[config.mk]
export PLATFORM = sky130hd
export DESIGN_NAME = sat_counter_bank
export DESIGN_NICKNAME = d
export VERILOG_FILES = /design/src/rtl/sat_counter_bank.sv
export SDC_FILE = /design/constraint.sdc
export NUM_CORES = 1
export LEC_CHECK = 0
export BUFFER_PORTS_ARGS = -buffer_cell sky130_fd_sc_hd__buf_4
export CAP_MARGIN = 25
export CORE_MARGIN = 2
export CORE_UTILIZATION = 35
export DETAILED_ROUTE_END_ITERATION = 7
export GPL_TIMING_DRIVEN = 0
export SLEW_MARGIN = 5
export SYNTH_ARGS = -nofsm -noshare
export SYNTH_HDL_FRONTEND = slang
export SYNTH_SLANG_ARGS = --single-unit
[constraint.sdc]
create_clock -name clk -period 4.7 [get_ports clk]
set_input_delay 0.47 -clock clk [delete_from_list [all_inputs] [get_ports clk]]
set_output_delay 0.47 -clock clk [all_outputs]
set_load 0.005 [all_outputs]
[src/rtl/sat_counter_bank.sv]
// Bank of independent saturating up/down counters with load, clear, sticky goal and ovf/unf pulses.
// Latency: 1 clk from increase/decrease/load/clear to value and pulses; at_zero/at_max are combinational on value.
// Backpressure: none; every channel accepts an update every cycle.
module sat_counter_bank #(
    parameter int              WIDTH      = 20,
    parameter int              N_CH       = 2,
    parameter logic [WIDTH-1:0] MAX_VAL   = {WIDTH{1'b1}},
    parameter int              UNDER_MODE = 0
) (
    input  logic                  clk,
    input  logic                  resetN,
    input  logic [N_CH*WIDTH-1:0] increase,
    input  logic [N_CH*WIDTH-1:0] decrease,
    input  logic [N_CH-1:0]       load,
    input  logic [N_CH*WIDTH-1:0] load_value,
    input  logic [N_CH-1:0]       clear,
    input  logic [WIDTH-1:0]      target,
    output logic [N_CH*WIDTH-1:0] value,
    output logic [N_CH-1:0]       at_zero,
    output logic [N_CH-1:0]       at_max,
    output logic [N_CH-1:0]       ovf_pulse,
    output logic [N_CH-1:0]       unf_pulse,
    output logic [N_CH-1:0]       goal
);

    localparam int SW = WIDTH + 2;
    typedef logic signed [SW-1:0] sum_t;

    localparam sum_t MAX_S = $signed({2'b00, MAX_VAL});

    for (genvar i = 0; i < N_CH; i++) begin : g_ch
        logic [WIDTH-1:0] cnt;
        logic [WIDTH-1:0] inc;
        logic [WIDTH-1:0] dec;
        logic [WIDTH-1:0] ldv;
        logic [WIDTH-1:0] cnt_nxt;
        logic             ovf_nxt;
        logic             unf_nxt;
        logic             goal_nxt;
        logic             goal_q;
        logic             ovf_q;
        logic             unf_q;
        sum_t             sum;

        assign inc = increase[i*WIDTH +: WIDTH];
        assign dec = decrease[i*WIDTH +: WIDTH];
        assign ldv = load_value[i*WIDTH +: WIDTH];

        // Two guard bits keep value+increase-decrease exact before the bounds check.
        assign sum = $signed({2'b00, cnt}) + $signed({2'b00, inc}) - $signed({2'b00, dec});

        always_comb begin
            cnt_nxt  = cnt;
            ovf_nxt  = 1'b0;
            unf_nxt  = 1'b0;
            goal_nxt = goal_q;
            if (clear[i]) begin
                cnt_nxt  = '0;
                goal_nxt = 1'b0;
            end else if (load[i]) begin
                if (ldv > MAX_VAL) begin
                    cnt_nxt = MAX_VAL;
                    ovf_nxt = 1'b1;
                end else begin
                    cnt_nxt = ldv;
                end
                goal_nxt = (cnt_nxt >= target);
            end else begin
                if (inc != '0 || dec != '0) begin
                    if (sum > MAX_S) begin
                        cnt_nxt = MAX_VAL;
                        ovf_nxt = 1'b1;
                    end else if (sum < 0) begin
                        unf_nxt = 1'b1;
                        if (UNDER_MODE == 0) cnt_nxt = '0;
                    end else begin
                        cnt_nxt = sum[WIDTH-1:0];
                    end
                end
                // Sticky: only clear, load or reset drop it, never a target change.
                goal_nxt = goal_q | (cnt_nxt >= target);
            end
        end

        always_ff @(posedge clk or negedge resetN) begin
            if (!resetN) begin
                cnt    <= '0;
                ovf_q  <= 1'b0;
                unf_q  <= 1'b0;
                goal_q <= 1'b0;
            end else begin
                cnt    <= cnt_nxt;
                ovf_q  <= ovf_nxt;
                unf_q  <= unf_nxt;
                goal_q <= goal_nxt;
            end
        end

        assign value[i*WIDTH +: WIDTH] = cnt;
        assign at_zero[i]   = (cnt == '0);
        assign at_max[i]    = (cnt == MAX_VAL);
        assign ovf_pulse[i] = ovf_q;
        assign unf_pulse[i] = unf_q;
        assign goal[i]      = goal_q;
    end

endmodule

==> impl_metrics.csv <==
group,metric,value,unit
status,status,"complete, no violations",
clock_network,cts_buffers,5,
logic_synthesis,synth_edf_count,0,
logic_synthesis,ys_seq_area_frac,0.1394,
logic_synthesis,ys_types,65,
placed_design,placed_cells,1591,
sta,setup_viol,0,
power,finalPower,4.091,mW
run,drv_cap,0,
layout,final_area,10850,µm²
route,dr.pass1.iters,5,
die,ios,196,
route,final_antenna_net_count,0,
sta,timing.fmax,217.4,MHz
global_route,grt_usage,0.2196,
die,start_util,0.3539,
clock_network,cts_buffer_depth,2,
global_route,overflow,0,
logic_synthesis,synth_top_cell_by_area,"ha_1",
route,routed_wl,28040,µm
sta,setup_slack,99.99,ps
worst_hold_path,hold_path_class,"primary input to asynchronous set/reset pin",
route,drcViolationCount,0,
sta,setup-tns-final,0,ps
setup_path,required,4870,ps
logic_synthesis,synth_top_family_by_area,"adder cells",
logic_synthesis,synth_area_leaders,"ha_1 18%, dfrtp_1 14%, fa_1 9.7%",
layout,nNetsFinal,1622,
layout,fillers,2388,
die,die_area,24840,µm²
sta,relSlewSlack,0.2922,
die,die_h,157.6,µm
placed_design,hpwlAfterDp,23510,µm
setup_path,worst_ep_arrival_time,4770,ps
logic_synthesis,yosysWarnings,0,
logic_synthesis,synth.avg_cell_area,7.653,µm²
setup_path,worstSetupPathType,"flip-flop to flip-flop",
logic_synthesis,synth-main-ff-cell,"dfrtp_1",
power,peakVddDrop,0.1594,mV
route,vias_per_cell,5.188,
logic_synthesis,muxShareOfSynthArea,0.005152,
clock_network,clk_pin_slew,70,ps
sta,final_max_slew_viol_count,0,
layout,final_cells,1634,
route,drtIter0Drc,419,
power,leakage,5.621,nW
logic_synthesis,synth-compound-area-share,0.2467,
placed_design,place.gp.congestion,0.8764,
sta,min_period,4600,ps
logic_synthesis,synth_fp_nets,1387,
clock_network,clk_latency,300,ps
global_route,grt_max_degree,47,
route,route.detailed.wl_per_inst,17.16,µm
logic_synthesis,synth_area,8258,µm²
clock_network,cts_hold_buf,0,
setup_path,worstSetupStartpointType,"flip-flop",
layout,drive_gt1_frac,0.2548,
logic_synthesis,synthAdderAreaFrac,0.2818,
placed_design,place_area,10110,µm²
sta,finalClockSkew,7.163,ps
placed_design,io_buffers,193,
global_route,antenna_found_initial,0,
logic_synthesis,synth_seq_cells,46,
sta,finalHoldWorstSlack,182.7,ps
clock_network,cts_tree,"done",
sta,worstMarginPinSlew,1054,ps
sta,period_share,0.9787,
logic_synthesis,synth-xor-area-share,0.02970,
layout,antenna_cells,0,
logic_synthesis,synth_simple_gate_area_share,0.1623,
route,num_vias,8477,
logic_synthesis,synthCells,1079,
clock_network,clock_tree.root_cell,"clkbuf_16",
clock_network,clock_sinks,46,
setup_path,endpoint_kind,"flip-flop",
placed_design,place_ws,-701.0,ps
layout,area_growth,31.42,%
global_route,grt_pass1_vias,8187,
clock_network,htree_num_levels,2,
logic_synthesis,synthArstFlopShare,1.000,
die,die_x,157.6,µm
layout,utilization,0.4651,
die,core-area,23330,µm²
power,p_per_area,377.0,nW/µm²
global_route,grt_pass1_wl,42630,µm
sta,finalHoldViolations,0,
logic_synthesis,synth.top_cell.area_share,0.1848,
die,core.rowCount,56,
setup_path,cp_max_fo,5,
-- final cells by class --
type,count,area [µm²],area share
clock inverters,3,18.77,0.001729
clock buffers,5,125.1,0.01153
well taps,319,399.1,0.03678
plain buffers,70,336.6,0.03101
multi-input cells,747,6233,0.5744
inverters,213,799.5,0.07367
repair buffers,231,1755,0.1617
flip-flops and latches,46,1185,0.1092
-- repair_timing --
| action | 4_1_cts | 5_1_grt |
|---|---|---|
| setup buffers | 10 | 26 |
| gates cloned | 0 | 2 |
| setup endpoints to repair | 2 | 2 |
| pin swaps | 6 | 18 |
| gates resized for setup | 42 | 62 |
| endpoints found under the hold margin | 0 | 0 |
-- power breakdown --
group	total (mW)	switching, mW	internal [mW]
sequential	0.589	0.120	0.470
clock	0.370	0.172	0.198
combinational	3.13	1.66	1.47
-- path summary, 6_finish.rpt --
check	start	end	slack, ps	cells after the start
max in group asynchronous	resetN	g_ch[0].cnt[15]$_DFF_PN0_	4040	1
worst max register to register	g_ch[0].cnt[17]$_DFF_PN0_	g_ch[0].goal_q$_DFF_PN0_	100	21
worst min register to register	g_ch[1].cnt[17]$_DFF_PN0_	g_ch[1].cnt[17]$_DFF_PN0_	690	2
worst max-delay path	g_ch[0].cnt[17]$_DFF_PN0_	g_ch[0].goal_q$_DFF_PN0_	100	21
min in group clk	clear[1]	g_ch[1].unf_q$_DFF_PN0_	420	2
worst min-delay path	resetN	g_ch[1].cnt[17]$_DFF_PN0_	180	1
-- routing by layer --
layer | wire length [µm] | track usage
met1 | 12680 | 0.2940
met5 | 0 | 0
met2 | 13450 | 0.3886
met3 | 1439 | 0.02135
met4 | 474 | 0.03723
-- state kept, by name, indices dropped and copies added (netlist names) --
signal and count:
g_ch.unf_q 2, g_ch.ovf_q 2, g_ch.goal_q 2, g_ch.cnt 40
-- critical path: stages, from the launching register on --
cell and delay (ps):
dfrtp_1 370, inv_2 60, fa_1 540, inv_1 40, ha_1 290, buf_6 130
a21o_1 170, a21o_1 180, a21oi_2 170, mux2_4 340, a211oi_4 280, buf_6 170
buf_8 120, a21boi_2 50, or2_1 240, ha_1 320, a21o_1 160, a21o_1 180
a2111oi_4 310, o211ai_1 130, o21ai_1 150, a21oi_1 50
-- cells by family after synthesis --
logic type | after synthesis
adder cells (fa/ha/maj) | 162
multiplexers | 4
flip-flops | 46
AO/OA/AOI/OAI | 299
XOR/XNOR | 28
buffers and inverters | 286
AND/OR/NAND/NOR | 254
-- synthesized netlist by cell type (all sizes together), types with 4 or more instances --
library cell	n
xnor2	18
xor2	10
or4	4
a31oi	5
or3	5
a211oi	14
and3	8
a21o	41
nor2	31
nor3	16
o21ai	34
or2	5
inv	213
fa	40
o21bai	4
clkbuf	60
a21oi	91
o31ai	4
nand3	15
a22o	31
o31a	4
o21a	37
a311oi	5
nor4	36
o211ai	7
dfrtp	46
nand4	32
ha	122
nor2b	11
nand2b	12
nand2	66
buf	13
a21boi	4
-- cells in the final DEF, fill, tap and decap left out, types with 29 or more instances in the layout --
master    count
buf_4       237
ha_1        109
a21oi_1      85
a21o_1       41
nor2_1       29
nand2_1      65
inv_1       209
clkbuf_1     54
fa_1         38
o21a_1       37
a22o_1       31
nand4_1      32
nor4_1       36
(Power assumes the default switching activity.)
